$ cat src/rtl/multicycle_control.sv
// multicycle_control: multi-cycle RISC-V control FSM with memory-ready handshake, wait timeout and traps
// Optional retired-instruction counter enabled by MULTICYCLE_CONTROL_PERF_EN
module multicycle_control #(
    parameter int ALU_OP_WIDTH = 3,
    parameter int TIMEOUT_W    = 4,
    parameter int PERF_W       = 32
) (
    input  logic                    clk,
    input  logic                    reset,
    input  logic [6:0]              OP_i,
    input  logic                    Zero_i,
    input  logic                    Mem_Ready_i,
    output logic                    PC_Write_o,
    output logic                    PC_Src_o,
    output logic                    IR_Write_o,
    output logic                    I_or_D_o,
    output logic                    Mem_Read_o,
    output logic                    Mem_Write_o,
    output logic                    Reg_Write_o,
    output logic [1:0]              Mem_to_Reg_o,
    output logic [1:0]              ALU_Src_A_o,
    output logic [1:0]              ALU_Src_B_o,
    output logic [ALU_OP_WIDTH-1:0] ALU_Op_o,
    output logic [3:0]              State_o,
    output logic                    Illegal_o,
    output logic                    Mem_Timeout_o
`ifdef MULTICYCLE_CONTROL_PERF_EN
    ,
    output logic [PERF_W-1:0]       Instr_Count_o
`endif
);
    typedef enum logic [3:0] {
        FETCH = 4'd0, DECODE = 4'd1, EXEC_R = 4'd2, EXEC_I = 4'd3,
        MEM_ADDR = 4'd4, MEM_LOAD = 4'd5, MEM_STORE = 4'd6, WB_ALU = 4'd7,
        WB_MEM = 4'd8, BRANCH = 4'd9, JAL = 4'd10, JALR = 4'd11,
        LUI = 4'd12, TRAP = 4'd15
    } state_e;
    localparam logic [TIMEOUT_W-1:0] CNT_MAX = {{(TIMEOUT_W-1){1'b1}}, 1'b0};
    state_e               state_q, state_d;
    logic [TIMEOUT_W-1:0] cnt_q, cnt_d;
    logic                 ill_q, ill_d, to_q, to_d;
    logic                 wait_st;
    logic [2:0]           alu_op;
    // State, wait counter and sticky trap flags
    always_ff @(posedge clk or negedge reset) begin
        if (!reset) begin
            state_q <= FETCH;
            cnt_q   <= '0;
            ill_q   <= 1'b0;
            to_q    <= 1'b0;
        end else begin
            state_q <= state_d;
            cnt_q   <= cnt_d;
            ill_q   <= ill_d;
            to_q    <= to_d;
        end
    end
    // Next-state, handshake timeout and per-state datapath enables
    always_comb begin
        state_d      = state_q;
        cnt_d        = '0;
        ill_d        = ill_q;
        to_d         = to_q;
        wait_st      = 1'b0;
        PC_Write_o   = 1'b0;
        PC_Src_o     = 1'b0;
        IR_Write_o   = 1'b0;
        I_or_D_o     = 1'b0;
        Mem_Read_o   = 1'b0;
        Mem_Write_o  = 1'b0;
        Reg_Write_o  = 1'b0;
        Mem_to_Reg_o = 2'b00;
        ALU_Src_A_o  = 2'b00;
        ALU_Src_B_o  = 2'b00;
        alu_op       = 3'b000;
        case (state_q)
            FETCH: begin
                wait_st     = 1'b1;
                Mem_Read_o  = 1'b1;
                ALU_Src_B_o = 2'b01;
                alu_op      = 3'b011;
                if (Mem_Ready_i) begin
                    IR_Write_o = 1'b1;
                    PC_Write_o = 1'b1;
                    state_d    = DECODE;
                end
            end
            DECODE: begin
                ALU_Src_A_o = 2'b10;
                ALU_Src_B_o = 2'b10;
                alu_op      = 3'b011;
                case (OP_i)
                    7'h33:         state_d = EXEC_R;
                    7'h13:         state_d = EXEC_I;
                    7'h03, 7'h23:  state_d = MEM_ADDR;
                    7'h63:         state_d = BRANCH;
                    7'h6F:         state_d = JAL;
                    7'h67:         state_d = JALR;
                    7'h37:         state_d = LUI;
                    default: begin
                        state_d = TRAP;
                        ill_d   = 1'b1;
                    end
                endcase
            end
            EXEC_R: begin
                ALU_Src_A_o = 2'b01;
                state_d     = WB_ALU;
            end
            EXEC_I: begin
                ALU_Src_A_o = 2'b01;
                ALU_Src_B_o = 2'b10;
                alu_op      = 3'b001;
                state_d     = WB_ALU;
            end
            LUI: begin
                ALU_Src_B_o = 2'b10;
                alu_op      = 3'b010;
                state_d     = WB_ALU;
            end
            MEM_ADDR: begin
                ALU_Src_A_o = 2'b01;
                ALU_Src_B_o = 2'b10;
                alu_op      = 3'b011;
                state_d     = (OP_i == 7'h03) ? MEM_LOAD : MEM_STORE;
            end
            MEM_LOAD: begin
                wait_st    = 1'b1;
                I_or_D_o   = 1'b1;
                Mem_Read_o = 1'b1;
                if (Mem_Ready_i) state_d = WB_MEM;
            end
            MEM_STORE: begin
                wait_st     = 1'b1;
                I_or_D_o    = 1'b1;
                Mem_Write_o = 1'b1;
                if (Mem_Ready_i) state_d = FETCH;
            end
            WB_ALU: begin
                Reg_Write_o = 1'b1;
                state_d     = FETCH;
            end
            WB_MEM: begin
                Reg_Write_o  = 1'b1;
                Mem_to_Reg_o = 2'b01;
                state_d      = FETCH;
            end
            BRANCH: begin
                ALU_Src_A_o = 2'b01;
                alu_op      = 3'b100;
                PC_Src_o    = 1'b1;
                PC_Write_o  = Zero_i;
                state_d     = FETCH;
            end
            JAL: begin
                Reg_Write_o  = 1'b1;
                Mem_to_Reg_o = 2'b10;
                PC_Write_o   = 1'b1;
                PC_Src_o     = 1'b1;
                state_d      = FETCH;
            end
            JALR: begin
                ALU_Src_A_o  = 2'b01;
                ALU_Src_B_o  = 2'b10;
                alu_op       = 3'b011;
                PC_Write_o   = 1'b1;
                Reg_Write_o  = 1'b1;
                Mem_to_Reg_o = 2'b10;
                state_d      = FETCH;
            end
            TRAP:    state_d = TRAP;
            default: state_d = TRAP;
        endcase
        if (wait_st && !Mem_Ready_i) begin
            if (cnt_q == CNT_MAX) begin
                state_d = TRAP;
                to_d    = 1'b1;
            end else begin
                cnt_d = cnt_q + 1'b1;
            end
        end
    end
    assign ALU_Op_o      = ALU_OP_WIDTH'(alu_op);
    assign State_o       = state_q;
    assign Illegal_o     = ill_q;
    assign Mem_Timeout_o = to_q;
`ifdef MULTICYCLE_CONTROL_PERF_EN
    logic [PERF_W-1:0] perf_q;
    // Count retirements: any return to FETCH from a working state
    always_ff @(posedge clk or negedge reset) begin
        if (!reset) perf_q <= '0;
        else if (state_q != FETCH && state_q != TRAP && state_d == FETCH) perf_q <= perf_q + 1'b1;
    end
    assign Instr_Count_o = perf_q;
`endif
endmodule

$ cat config.mk
export PLATFORM = sky130hd
export DESIGN_NAME = multicycle_control
export DESIGN_NICKNAME = d
export VERILOG_FILES = /design/src/rtl/multicycle_control.sv
export SDC_FILE = /design/constraint.sdc
export NUM_CORES = 1
export LEC_CHECK = 0
export CAP_MARGIN = 20
export CORE_MARGIN = 2
export CORE_UTILIZATION = 41
export DETAILED_ROUTE_END_ITERATION = 10
export MAX_ROUTING_LAYER = met4
export PLACE_DENSITY = 0.76
export SYNTH_ARGS = -nofsm -noshare
export SYNTH_HDL_FRONTEND = slang
export SYNTH_SLANG_ARGS = --single-unit
$ cat constraint.sdc
create_clock -name clk -period 1.5 [get_ports clk]
set_input_delay 0.3 -clock clk [delete_from_list [all_inputs] [get_ports clk]]
set_output_delay 0.3 -clock clk [all_outputs]
set_load 0.02 [all_outputs]
==> results of run 1 <==
layer usage:
layer | part of all wire [%] | global-route usage [%]
met5 | 0 | -
met4 | 5.5 | 10.2
met3 | 11 | 2.73
met2 | 49 | 58.6
met1 | 34 | 32.3
synth_stat cells:
| cell type | number |
|---|---|
| nor2_1 | 17 |
| dfrtp_1 | 10 |
| nand3_1 | 10 |
| o21ai_0 | 10 |
| nand2b_1 | 8 |
| inv_1 | 7 |
| a21oi_1 | 6 |
| nand2_1 | 5 |
| buf_2 | 4 |
| a22oi_1 | 3 |
| and3_1 | 2 |
| ha_1 | 2 |
| nor3_1 | 2 |
| o21ai_1 | 2 |
| xnor2_1 | 2 |
| a211o_1 | 1 |
| a211oi_2 | 1 |
| a221o_1 | 1 |
| and2_1 | 1 |
| and3b_2 | 1 |
| and4b_1 | 1 |
| clkbuf_1 | 1 |
| mux2_2 | 1 |
| mux2i_1 | 1 |
| nand4b_1 | 1 |
| nand4bb_1 | 1 |
| nor3_2 | 1 |
| nor4_1 | 1 |
| o2111ai_1 | 1 |
| o21ba_2 | 1 |
| o221ai_1 | 1 |
| o22ai_1 | 1 |
| o311ai_1 | 1 |
| or2_2 | 1 |
| or2b_1 | 1 |
| or4_1 | 1 |
| xor2_1 | 1 |
kinds of logic (layout without fill, tap and decap cells):
family	count (synthesis)	count (layout)	synth area share [%]
AND/OR/NAND/NOR	54	54	34.1
AO/OA/AOI/OAI	29	29	22.0
buffers and inverters	12	88	5.90
flip-flops	10	10	29.5
XOR/XNOR	3	3	3.10
adder cells (fa/ha/maj)	2	2	2.95
multiplexers	2	2	2.51
area by class of cell:
type                            count  area, sq um  area share, %
Multi-Input combinational cell     90          772           43.4
Timing Repair Buffer               77          656           36.8
Sequential cell                    10          255           14.3
Clock buffer                        4         36.3           2.04
Tap cell                           27         33.8           1.90
Inverter                            7         26.3           1.48
registers in the layout, summed over array words and instances, names as in the netlist:
| signal | count |
|---|---|
| State_o | 4 |
| Illegal_o | 1 |
| cnt_q | 4 |
| Mem_Timeout_o | 1 |
repair_timing:
item / in CTS / in global routing
setup buffers: 7 / 6
cloned: 1 / 0
gates resized for setup: 125 / 37
pin swaps: 11 / 15
setup endpoints to repair: 30 / 27
through the flow:
step | power (mW) | TNS [ps] | setup slack (ps) | util [%]
6_report | 4.26 | -3570 | -273 | 90.7
5_1_grt | 4.40 | -4660 | -295 | 90.7
4_1_cts | 3.54 | -1830 | -221 | 84.0
3_5_place_dp | 2.82 | -6370 | -490 | 72.9
3_3_place_gp | 2.76 | -5650 | -442 | 72.9
2_1_floorplan | 1.62 | -458 | -143 | -
how the worst max path moves through the flow:
stage          slack [ps]        start    endpoint
2_1_floorplan        -140   State_o[2]  PC_Write_o
3_3_place_gp         -440  Mem_Ready_i  PC_Write_o
3_5_place_dp         -490  Mem_Ready_i  PC_Write_o
4_1_cts              -220   State_o[1]  PC_Write_o
5_1_grt              -300   State_o[1]  PC_Write_o
6_report             -270   State_o[1]  PC_Write_o
power by group:
part	switching [mW]	leakage (nW)	internal (mW)
sequential	0.179	0.122	0.358
combinational	1.79	0.691	1.67
clock	0.110	0.0210	0.148
total	2.08	0.835	2.18
==> key figures, run 1 <==
Synth
  • Leading area contributor after synthesis: dfrtp_1
  • Mean Syn Cell Area: between 7 and 8 sq um
  • Number of synthesis warnings: 0
  • Synth top area cells: dfrtp_1 29%, nor2_1 7.5%, nand2b_1 5.9%, nand3_1 5.9%, o21ai_0 5.9%
  • Post-Syn Instances: ~110
  • Synthesized area: between 800 and 900 sq um
  • Synth top area share: ~30%
  • Post-Syn Nets: between 100 and 150
  • Number of distinct library cells after synthesis: 37
  • Seq/Total Area, Yosys: around 29%
  • FF+latch count, synth: 10

Drt
  • Drt initial violations: 88
  • Post-DR vias/cell: 6.49
  • DR vias: roughly 1400
  • WL per Instance: about 22 um
  • Drt drc: 0
  • Detail Route Antenna Nets: 0
  • DR pass1 iterations: 5
  • WL final: around 4.7 mm

Power
  • PD cells: 2390 nW/um^2
  • Leak Pwr: 0.835 nW
  • Peak VDD IR: 1.55 mV

Setup path
  • Critical path required time: ~1200 ps
  • Crit-path cells: nand2b_4 > nor2_4 > a211o_1 > buf_6
  • CP arrival: about 1500 ps
  • WP buf/inv: 1
  • CP max FO: 7
  • FF-to-FF Start: State_o[1]
  • Setup crit start kind: register
  • Max incr delay on CP: 490 ps
  • FF-to-FF End: cnt_q[2]
  • Delay-heaviest family, CP: flip-flops
  • Crit Path Category: reg2out
  • R2R Setup Slk: -140 ps
  • Worst setup EP type: output pin
  • R2R cell count: 6
  • CP max-delay cell: dfrtp_2
  • Critical path depth: 4

Clocking
  • CTS Buffer Depth: 2
  • CTS Buf Count: 3
  • H-tree depth: 1
  • Num Clock Sinks: 10
  • CTS tree: yes
  • Worst-Skew Late Latency: between 200 and 300 ps
  • Hold Buf Count CTS: 0
  • Worst-path clk slew: roughly 70 ps
  • Clock root buffer master: clkbuf_4

Timing
  • Rel. slew slack: 69.6%
  • Worst-Margin Slew: between 400 and 500 ps
  • Setup-failing EPs final: 26
  • Hold Vio Cnt, Final: 0
  • Peak Freq: ~560 MHz
  • Worst Slack Setup Final: -273 ps
  • Minimum clock period: 1770 ps
  • Final Cycle Share: 118%
  • Min Hold Slack: roughly 330 ps
  • RSZ-0062 raised after global routing: yes
  • Slew Viols, Final: 0
  • Clock Skews: 2.65 ps

Final layout
  • Antenna fix cells: 0
  • Post-route design area: around 1800 sq um
  • Final net count: 202
  • Number of fill cells: 77
  • Most frequent cells in the layout: 43 x buf_4, 16 x buf_6, 9 x nand3_1
  • Area growth syn-to-layout: 110%
  • Most common cell after layout, fill and taps aside: buf_4
  • Layout cells sized above 1: between 50% and 60%
  • Fin cells: 215

Global route
  • Vias in the first global route: 1258
  • Global Route Usage Sum: between 30% and 40%
  • Initial antenna violation count: 0
  • Congestion Overflow GR: 0
  • Largest net degree at the start of global routing: 11
  • First-pass GRT wire length: between 5 and 6 mm

Floorplan
  • Starting density of the core: between 40% and 50%
  • Die Width: roughly 49 um
  • Die area: ~2400 sq um
  • Row Count: 16
  • Core Area: 1960 sq um
  • Chip Height: between 40 and 50 um
  • # IOs: 33

Placement
  • Dpl hpwl: 2.20 mm
  • GPL Wtd Cong: between 0.8 and 0.9
  • Cells after DPL: approximately 200
  • Post-DP Area: ~1400 sq um
  • Number of port buffers: 32

Flow run
  • # Max-Cap Violations: 0

Run status
  • Violated checks: negative setup slack
  • Outcome: complete, but fails checks

Worst hold path
  • Worst hold path class: in2async
Power figures use the tool's default switching activity.
==> run 2, diff against run 1 <==
- CTS_CLUSTER_DIAMETER: unset -> 30
- SKIP_CTS_REPAIR_TIMING: unset -> 1
==> key figures, run 2 (synthesized netlist as in run 1, its figures left out) <==
Run status
  • Outcome: complete, but fails checks
  • Violated checks: negative setup slack

Setup path
  • CP max-delay cell: dfrtp_2
  • CP max FO: 6 (-1)
  • R2R cell count: 6 (unchanged)
  • Worst setup EP type: output pin
  • Critical path required time: 1200 ps (about the same)
  • R2R Setup Slk: -30 ps (+110 ps)
  • Setup crit start kind: register
  • WP buf/inv: 2 (+1)
  • Critical path depth: 5 (+1)
  • Delay-heaviest family, CP: flip-flops
  • CP arrival: 1510 ps (+40 ps)
  • FF-to-FF End: State_o[0]
  • Crit Path Category: reg2out
  • Max incr delay on CP: 450 ps (-40 ps)
  • Crit-path cells: buf_2 > and2_1 > a21oi_1 > o21ai_1 > buf_4
  • FF-to-FF Start: State_o[0]

Final layout
  • Fin cells: 209 (-2.8%)
  • Most frequent cells in the layout: 40 x buf_4, 11 x dlymetal6s2s_1, 11 x buf_6
  • Final net count: 196 (-3.0%)
  • Layout cells sized above 1: 53.3% (-6.3 points)
  • Number of fill cells: 104 (+35%)
  • Most common cell after layout, fill and taps aside: buf_4
  • Area growth syn-to-layout: 100%
  • Antenna fix cells: 0 (unchanged)

Drt
  • WL per Instance: 16.3 um (-26%)
  • Drt initial violations: 36 (-59%)
  • DR vias: 1164 (-17%)
  • Drt drc: 0 (unchanged)
  • WL final: 3.42 mm (-28%)
  • Post-DR vias/cell: 5.57 (-14%)
  • DR pass1 iterations: 4 (-1)
  • Detail Route Antenna Nets: 0 (unchanged)

Timing
  • Min Hold Slack: 343 ps (+14.1 ps)
  • Rel. slew slack: 69.9% (+0.33 points)
  • RSZ-0062 raised after global routing: yes
  • Clock Skews: 7.68 ps (+5.03 ps)
  • Slew Viols, Final: 0 (unchanged)
  • Worst Slack Setup Final: -310 ps (-36.2 ps)
  • Peak Freq: 553 MHz (-2.0%)
  • Final Cycle Share: 121% (+2.4 points)
  • Setup-failing EPs final: 20 (-23%)
  • Minimum clock period: 1810 ps (+36.2 ps)
  • Hold Vio Cnt, Final: 0 (unchanged)
  • Worst-Margin Slew: 450 ps (-4.97 ps)

Power
  • NetSw: 1.76 mW (-16%)
  • Combinational power share: 80.6% (-0.7 points)
  • Leak Pwr: 0.867 nW (+3.9%)
  • Register share of total power: 12.8% (+0.2 points)
  • Pint: 1.97 mW (-9.4%)
  • PD cells: 2200 nW/um^2 (-8.2%)
  • Switching part of the total: 47.1% (-1.7 points)
  • Clock power frac: 6.5% (+0.4 points)
  • Peak VDD IR: 1.25 mV (-19%)

Floorplan
  • Core Area: 1960 sq um (unchanged)
  • # IOs: 33 (unchanged)
  • Starting density of the core: 43.2% (unchanged)
  • Row Count: 16 (unchanged)
  • Chip Height: 49.5 um (unchanged)
  • Die Width: 49.5 um (unchanged)
  • Die area: 2450 sq um (unchanged)

Clocking
  • Num Clock Sinks: 10 (unchanged)
  • H-tree depth: 1 (unchanged)
  • CTS Buffer Depth: 2 (unchanged)
  • Worst-Skew Late Latency: 270 ps (about the same)
  • Clock root buffer master: clkbuf_4
  • CTS Buf Count: 3 (unchanged)
  • Worst-path clk slew: 70 ps (about the same)
  • CTS tree: yes

Worst hold path
  • Worst hold path class: in2async

Placement
  • GPL Wtd Cong: 0.895 (unchanged)
  • Dpl ws: -490 ps (unchanged)
  • Dpl hpwl: 2.20 mm (unchanged)
  • Cells after DPL: 197 (unchanged)
  • Number of port buffers: 32 (unchanged)

Global route
  • Initial antenna violation count: 0 (unchanged)
  • Global Route Usage Sum: 23.2% (-7.2 points)
  • Largest net degree at the start of global routing: 13 (+2)
  • Congestion Overflow GR: 0 (unchanged)
  • Vias in the first global route: 1055 (-16%)
  • First-pass GRT wire length: 4.42 mm (-22%)

Flow run
  • # Max-Cap Violations: 0 (unchanged)
-- run 2: cell types whose count changed in the layout (fill, tap and decap cells not counted), moves of 3 or more --
cell,delta
buf_6,-5
dlymetal6s2s_1,+9
dlygate4sd2_1,-6
buf_4,-3
nand2b_4,-3
-- run 2: routing by layer --
layer | share of wire [%] | vias up | global-route usage, %
met5 | 0 | - | -
met3 | 4.2 | 10 | 1.52
met1 | 40 | 558 | 24.5
met4 | 2.4 | 0 | 6.02
li1 | - | 542 | -
met2 | 53 | 54 | 46.2
-- run 2: per-stage QoR --
step                TNS [ps]  total power [mW]  area, sq um  util, %
detailed placement     -6370              2.82         1430     72.9
CTS                   -11360              3.07         1470     74.7
global placement       -5650              2.76         1430     72.9
global route           -3530              3.93         1700     86.5
finish                 -2410              3.73         1700     86.5
floorplan               -458              1.62          868        -
-- run 2: worst reg2reg max path, stage by stage (launching register included) --
cell,delay (ps)
dfrtp_2,480
buf_6,170
xnor2_4,200
buf_6,150
o21ai_2,70
a22oi_2,210
o2111ai_2,130
-- run 2: worst max-delay path by stage --
stage                      from           to
detailed placement  Mem_Ready_i   PC_Write_o
finish               State_o[1]  ALU_Op_o[1]
global route         State_o[1]  ALU_Op_o[1]
floorplan            State_o[2]   PC_Write_o
CTS                  State_o[1]   PC_Write_o
global placement    Mem_Ready_i   PC_Write_o
-- run 2: power groups by stage --
stage	sequential (mW)	combinational, mW	clock [mW]
after floorplan	0.502	1.12	0
after global placement	0.468	2.29	0
after detailed placement	0.474	2.35	0
after CTS	0.469	2.36	0.243
after global routing	0.489	3.18	0.265
final	0.477	3.01	0.244
-- run 2: final cells by class --
class / instances / area [sq um] / share of cell area, %
flip-flops and latches: 10 / 254 / 15.0
multi-input cells: 90 / 718 / 42.3
repair buffers: 71 / 627 / 36.9
inverters: 7 / 28.8 / 1.69
clock buffers: 4 / 36.3 / 2.14
well taps: 27 / 33.8 / 1.99
